**src/rtl/num_guess_judge.sv**
```systemverilog
// rtl/num_guess_judge.sv - three-digit guess judge: A/B scoring, failure lockout, solved latch
module num_guess_judge #(
    parameter logic [3:0]  SECRET1     = 4'd1,
    parameter logic [3:0]  SECRET2     = 4'd2,
    parameter logic [3:0]  SECRET3     = 4'd3,
    parameter int unsigned MAX_TRY     = 3,
    parameter logic [23:0] LOCK_CYCLES = 24'd10_000_000
) (
    input  logic       CLK,
    input  logic       reset,
    input  logic [3:0] iNum1,
    input  logic [3:0] iNum2,
    input  logic [3:0] iNum3,
    input  logic       iNumRdy,
    output logic [1:0] oA,
    output logic [1:0] oB,
    output logic [2:0] oLED
);

    typedef enum logic [1:0] {IDLE, CHECK, DONE, LOCK} state_t;

    // Index 2 is the hundreds digit so guess and secret line up position by position.
    localparam logic [2:0][3:0] SECRET    = {SECRET1, SECRET2, SECRET3};
    localparam logic [2:0]      MAX_TRY_C = 3'(MAX_TRY);
    localparam logic [23:0]     LOCK_LOAD = LOCK_CYCLES - 24'd1;

    state_t          state_q, state_d;
    logic            rdy_q;
    logic [2:0][3:0] guess_q, guess_d;
    logic [1:0]      a_q, a_d, b_q, b_d;
    logic [2:0]      led_q, led_d;
    logic [2:0]      fail_q, fail_d;
    logic [23:0]     timer_q, timer_d;

    logic            guess_edge;
    logic            bad_digit, hit;
    logic [1:0]      a_sum, score_a, score_b;
    logic [2:0]      b_sum;

    assign guess_edge = iNumRdy & ~rdy_q;

    always_comb begin
        bad_digit = 1'b0;
        hit       = 1'b0;
        a_sum     = '0;
        b_sum     = '0;
        for (int i = 0; i < 3; i++) begin
            if (guess_q[i] > 4'd9) bad_digit = 1'b1;
            if (guess_q[i] == SECRET[i]) begin
                a_sum = a_sum + 2'd1;
            end else begin
                hit = 1'b0;
                for (int j = 0; j < 3; j++) begin
                    if (j != i && guess_q[i] == SECRET[j]) hit = 1'b1;
                end
                if (hit) b_sum = b_sum + 3'd1;
            end
        end
        score_a = bad_digit ? 2'd0 : a_sum;
        score_b = bad_digit ? 2'd0 : ((b_sum > 3'd3) ? 2'd3 : b_sum[1:0]);
    end

    always_comb begin
        state_d = state_q;
        guess_d = guess_q;
        a_d     = a_q;
        b_d     = b_q;
        led_d   = led_q;
        fail_d  = fail_q;
        timer_d = timer_q;
        case (state_q)
            IDLE: begin
                if (guess_edge) begin
                    guess_d = {iNum1, iNum2, iNum3};
                    state_d = CHECK;
                end
            end
            CHECK: begin
                a_d      = score_a;
                b_d      = score_b;
                led_d[0] = 1'b1;
                if (score_a == 2'd3) begin
                    state_d  = DONE;
                    led_d[1] = 1'b1;
                    fail_d   = '0;
                end else if (fail_q + 3'd1 == MAX_TRY_C) begin
                    state_d  = LOCK;
                    led_d[2] = 1'b1;
                    fail_d   = '0;
                    timer_d  = LOCK_LOAD;
                end else begin
                    fail_d  = fail_q + 3'd1;
                    state_d = IDLE;
                end
            end
            LOCK: begin
                // The terminal-count cycle is still spent in LOCK, giving LOCK_CYCLES in total.
                if (timer_q == '0) begin
                    state_d  = IDLE;
                    led_d[2] = 1'b0;
                end else begin
                    timer_d = timer_q - 24'd1;
                end
            end
            DONE: begin
                state_d = DONE;
            end
            default: state_d = IDLE;
        endcase
    end

    always_ff @(posedge CLK or posedge reset) begin
        if (reset) begin
            state_q <= IDLE;
            rdy_q   <= 1'b1;
            guess_q <= '0;
            a_q     <= '0;
            b_q     <= '0;
            led_q   <= '0;
            fail_q  <= '0;
            timer_q <= '0;
        end else begin
            state_q <= state_d;
            rdy_q   <= iNumRdy;
            guess_q <= guess_d;
            a_q     <= a_d;
            b_q     <= b_d;
            led_q   <= led_d;
            fail_q  <= fail_d;
            timer_q <= timer_d;
        end
    end

    assign oA   = a_q;
    assign oB   = b_q;
    assign oLED = led_q;

endmodule

```
**config.mk**
```make
export PLATFORM = sky130hd
export DESIGN_NAME = num_guess_judge
export DESIGN_NICKNAME = d
export VERILOG_FILES = /design/src/rtl/num_guess_judge.sv
export SDC_FILE = /design/constraint.sdc
export NUM_CORES = 1
export LEC_CHECK = 0
export ABC_AREA = 1
export CAP_MARGIN = 20
export CELL_PAD_IN_SITES_DETAIL_PLACEMENT = 0
export CELL_PAD_IN_SITES_GLOBAL_PLACEMENT = 1
export CORE_UTILIZATION = 47
export DETAILED_ROUTE_END_ITERATION = 12
export GPL_TIMING_DRIVEN = 0
export MAX_ROUTING_LAYER = met4
export PLACE_DENSITY_LB_ADDON = 0.1
export SKIP_LAST_GASP = 1
export SLEW_MARGIN = 20
export SYNTH_ARGS = -nofsm -noshare
export SYNTH_HDL_FRONTEND = slang
export SYNTH_SLANG_ARGS = --single-unit
```
**constraint.sdc**
```tcl
create_clock -name CLK -period 4.54 [get_ports CLK]
set_clock_uncertainty 0.1 [all_clocks]
set_input_delay 1.362 -clock CLK [delete_from_list [all_inputs] [get_ports CLK]]
set_output_delay 1.362 -clock CLK [all_outputs]
set_load 0.01 [all_outputs]
```
After elaboration in Yosys (flattened, before gate mapping)
Cells that the tools add are included.
Widths: inputs -> output; s select.
{"block": "totals", "n_memories": 0, "romBits": 0, "inputBits": 15, "ram_bits": 0, "output_inout_bits": 7, "latch_bits": 0, "ff_bits": 49}
{"block": "classes", "bitwise": 2, "order_cmp": 4, "n_addsub": 6, "n_mux": 39, "div": 0, "n_mul": 0, "eq_ne": 19, "shifts": 0, "reduce_logical": 8}
{"op": "$mux 24", "count": 3}
{"op": "$pmux 24 s2", "count": 1}
{"op": "$eq 4x2->1 const B", "count": 6}
{"op": "$logic_not 24->1", "count": 1}
{"op": "$sub 24x1->24 const B", "count": 1}
{"op": "$mux 3", "count": 7}
{"op": "$mux 2", "count": 9}
{"op": "$mux 1", "count": 17}
{"op": "$eq 4x1->1 const B", "count": 3}
{"op": "$gt 4x4->1 const B", "count": 3}
{"op": "$ne 2x2->1 const B", "count": 5}
{"op": "$add 3x1->3 const B", "count": 3}
{"op": "$pmux 2 s4", "count": 1}
{"op": "$reduce_and 4->1", "count": 2}
{"op": "$eq 2x2->1 const B", "count": 3}
{"op": "$reduce_and 2->1", "count": 3}
{"op": "$add 2x1->2 const B", "count": 2}
{"op": "$eq 3x2->1 const B", "count": 1}
{"op": "$gt 3x2->1 const B", "count": 1}
{"op": "$eq 2x1->1 const B", "count": 1}
{"op": "$logic_not 2->1", "count": 1}
{"op": "$pmux 1 s2", "count": 1}
{"op": "$reduce_bool 2->1", "count": 1}
{"op": "$and 1x1->1", "count": 1}
{"op": "$not 1->1", "count": 1}

Longest topological paths before layout
{"block": "depth", "word_depth": 15, "ltp_mapped": 13, "depth_no_buf": 13}

Worst setup path before layout
Ideal clock, no wire load.
{"block": "synth_path", "path_kind": "in2reg", "startpoint": "input port iNumRdy", "endpoint": "register guess_q[0] (netlist bit)", "slack_ns": 2.316, "stages": 5, "n_path_buf": 2, "arrival_ns": 2.046, "path_cell_list": "nand3b_1 -> buf_2 -> clkbuf_1 -> nor2_1 -> a21oi_1"}
{"block": "synth_between", "elab_chain_cells": 2}
{"element": "start, declared", "line_no": "14", "rtl": "input logic iNumRdy,"}
{"element": "$and 1x1->1", "line_no": "40", "rtl": "assign guess_edge = iNumRdy & ~rdy_q;"}
{"element": "$reduce_and 2->1 (no line)"}
{"element": "end signal, assigned", "line_no": "125", "rtl": "guess_q <= guess_d;"}
{"element": "end, declared", "line_no": "29", "rtl": "logic [2:0][3:0] guess_q, guess_d;"}
No other way between the ends.
A chain may end at the register's enable or synchronous reset.

Worst setup path after layout
{"block": "layout_path", "startpoint": "register led_q[2] (netlist: oLED[2])", "endpoint": "output port oLED[2]"}
{"element": "start, declared", "line_no": "31", "rtl": "logic [2:0] led_q, led_d;"}
{"element": "start signal, assigned", "line_no": "128", "rtl": "led_q <= led_d;"}
{"element": "end, declared", "line_no": "17", "rtl": "output logic [2:0] oLED"}
No word-level cell between the ends.

==> results.md <==
- Run status: finished clean
- Antenna Cells: 0
- Via count of the routed design: 2425
- Main combinational cell family by area after synthesis: simple AND/OR/NAND/NOR gates
- Worst endpoint data arrival time: 1220 ps
- Area share of the largest cell type after synthesis: 40.6%
- Worst Path Max Fanout: 2
- Final-layout setup total negative slack: 0 ps
- Fraction of final layout cells with drive strength greater than 1: 13.2%
- Residual DRC count: 0
- Leakage dissipation: 1.64 nW
- Main area contributors after synthesis: sky130_fd_sc_hd__dfrtp_1 41%, sky130_fd_sc_hd__nand2_1 13%, sky130_fd_sc_hd__nor2_1 8.6%
- Reg-to-reg slack, setup: 2320 ps
- DRT Pass-1 Iters: 4
- Type of the worst setup path: reg2out
- GR Util All Layers: 22.5%
- Total design power: 2.16 mW
- Die area: 0.00661 sq mm
- Reg area: 0.00123 sq mm
- Count of buffers inserted at the top-level ports: 21
- Via count of the first global-routing pass: 2401
- Synthesized instance count: 386
- Kind of cell adding the most delay to the critical path: buffers and inverters
- Warnings, synthesis: 0
- Number of buffers on the longest clock path: 2
- Antenna violations before repair: 0
- Clock slew at the register clock pins of the worst setup and hold paths: 90 ps
- Cell type contributing the most total cell area after synthesis: sky130_fd_sc_hd__dfrtp_1
- Number of fill cells in the layout: 586
- Final Wtd Congestion: 0.835
- Post-synthesis area per instance: 7.66 sq um
- TritonCTS Buffers: 5
- Number of slew-limit violations in the final report: 0
- IR Drop Worst-Case VDD: 0.341 mV
- Worst max-slew margin expressed relative to the limit: 63.8%
- Max_cap viols: 0
- Count of clock tree sinks: 49
- Width of the die: 81.3 um
- # nets final: 438
- Number of unique standard cell types used by synthesis: 32
- Adder-cell area share of the yosys netlist: 3.38%
- Via density: 4.94
- Maximum operating frequency: 372 MHz
- Final WL: 6220 um
- Area occupied by multi-input gates: 0.00150 sq mm
- Clock tree from TritonCTS: built
- Ratio of final minimum period to clock period: 59.2%
- Capturing element type of the critical path: output port
- Overflow left after global routing: 0
- Level count of the clock H-tree: 2
- Worst Tran Pin Value: 542 ps
- Core footprint: 0.00599 sq mm
- CTS root buffer: sky130_fd_sc_hd__clkbuf_8
- Number of cells in the design after placement: 483
- Non-filler instance count after layout: 491
- RSZ-0062 raised after global routing: false
- Most frequent standard cell in the layout excluding fill and tap cells: sky130_fd_sc_hd__nand2_1
- Die Ht: 81.3 um
- Flops & latches, synth: 49
- Class of the worst hold path: reg2reg
- Remaining antenna violation count: 0
- First-pass GRT wire length: 10800 um
- Number of hold-slack violations in the final timing report: 0
- Fin util: 57.0%
- Critical path required time: 3080 ps
- Setup violations, final: 0
- Placement row count: 28
- Post-synthesis compound-gate area fraction: 7.32%
- Final min period: 2690 ps
- Sequential cell area fraction in the yosys report: 41.5%
- Commonest cells after routing, fill and taps aside: 101 x sky130_fd_sc_hd__nand2_1, 68 x sky130_fd_sc_hd__nor2_1, 48 x sky130_fd_sc_hd__dfrtp_1
- Net count after synthesis: 409
- Half-perimeter wire length of the detailed placement result: 4540 um
- Area Overhead vs Synth: 15.5%
- Cts hold-fix bufs: 0
- Fraction of synthesized cell area in xor and xnor cells: 3.26%
- P per Cell Area: 632 mW/mm^2
- WP buf/inv: 1
- Simple-gate area share of the yosys netlist: 34.3%
- CP max stage delay: 540 ps
- Clk Latency, worst-skew pair: 310 ps
- Number of ports placed on the die boundary: 22
- DR WL/cell: 12.7 um
- Starting density of the core: 49.4%
- Detailed router's first-iteration violation count: 103
- PostCTS Resize Cnt: 0
- Startpoint class of the critical path: flip-flop
- Worst slack on hold paths: 374 ps
- Highest-delay cell along the critical path: sky130_fd_sc_hd__clkdlybuf4s50_1
- Multiplexer fraction of the synthesized cell area: 2.28%
- Crit path cell chain: clkdlybuf4s50_1
- Number of setup buffers added after CTS: 0
- Post-synth design cell area: 0.00296 sq mm
- Maximum number of pins on one net before global-route repair: 27
[per-stage QoR]
step / setup WS [ps] / instance area, sq um
global route: 1780 / 3420
floorplan: 1910 / 2960
finish: 1850 / 3420
detailed placement: 1640 / 3280
CTS: 1850 / 3420
global placement: 833 / 3260
[synthesized netlist by cell type, drive strengths merged]
| master | n |
|---|---|
| nand2 | 111 |
| mux2 | 6 |
| dfrtp | 48 |
| nor2 | 73 |
| nand4 | 8 |
| xnor2 | 2 |
| o21ai | 25 |
| nand3 | 27 |
| a21oi | 6 |
| clkbuf | 3 |
| ha | 8 |
| inv | 39 |
| a22o | 4 |
| dfstp | 1 |
| buf | 7 |
| xor2 | 9 |
| nand3b | 4 |
| or2 | 3 |
| nor3 | 2 |
[kinds of logic (layout without fill, tap and decap cells)]
family,count (synthesis),count (layout)
compound gates,35,35
flops,49,49
fa+ha+maj,8,8
buf+inv,49,79
xor+xnor,11,11
simple gates,228,228
mux,6,6
[worst paths after layout]
check,endpoint,start,cells past startpoint
max,oLED[2],oLED[2],1
min,oLED[1],oLED[1],2
max reg2reg,oB[0],guess_q[1],13
min reg2reg,oLED[1],oLED[1],2
max in group asynchronous,timer_q[16],reset,3
min in group asynchronous,fail_q[0],reset,2
[worst reg2reg max path, cell delays in order (launching register included)]
cell and delay (ps):
sky130_fd_sc_hd__dfrtp_1 410, sky130_fd_sc_hd__inv_1 80, sky130_fd_sc_hd__nand2_1 60, sky130_fd_sc_hd__nand3_1 90, sky130_fd_sc_hd__inv_1 50, sky130_fd_sc_hd__ha_1 270
sky130_fd_sc_hd__o21ai_0 220, sky130_fd_sc_hd__inv_1 110, sky130_fd_sc_hd__ha_1 200, sky130_fd_sc_hd__or2_2 300, sky130_fd_sc_hd__nand2_1 60, sky130_fd_sc_hd__o21ai_0 70
sky130_fd_sc_hd__nand2_1 60, sky130_fd_sc_hd__nand2_1 40
[power by group]
group / internal [mW] / switching [mW] / leakage [nW]
clock: 0.219 / 0.155 / 0.0681
sequential: 0.596 / 0.146 / 0.596
combinational: 0.415 / 0.627 / 0.971
[layout make-up]
type	instances	area share (%)
well taps	75	2.75
plain buffers	10	2.60
inverters	39	4.29
flip-flops and latches	49	35.9
clock inverters	3	1.90
clock buffers	5	2.01
repair buffers	22	6.74
multi-input cells	288	43.8
[state kept, by name, summed over array words and instances (netlist names), named ones only]
register	flops
rdy_q	1
oB	2
guess_q	12
oLED	3
oA	2
state_q	1
fail_q	3
timer_q	24
[per-layer routing]
metal  share of wire (%)  vias to the layer above  routed length, um  track usage, %
met2                  50                       30               3080            38.5
met3                 2.4                        6                148            3.71
met4                 1.8                        0                114            7.86
met5                   0                        -                  0               -
li1                    -                     1279                  -               -
met1                  46                     1110               2880            26.4
Power figures use the tool's default switching activity.
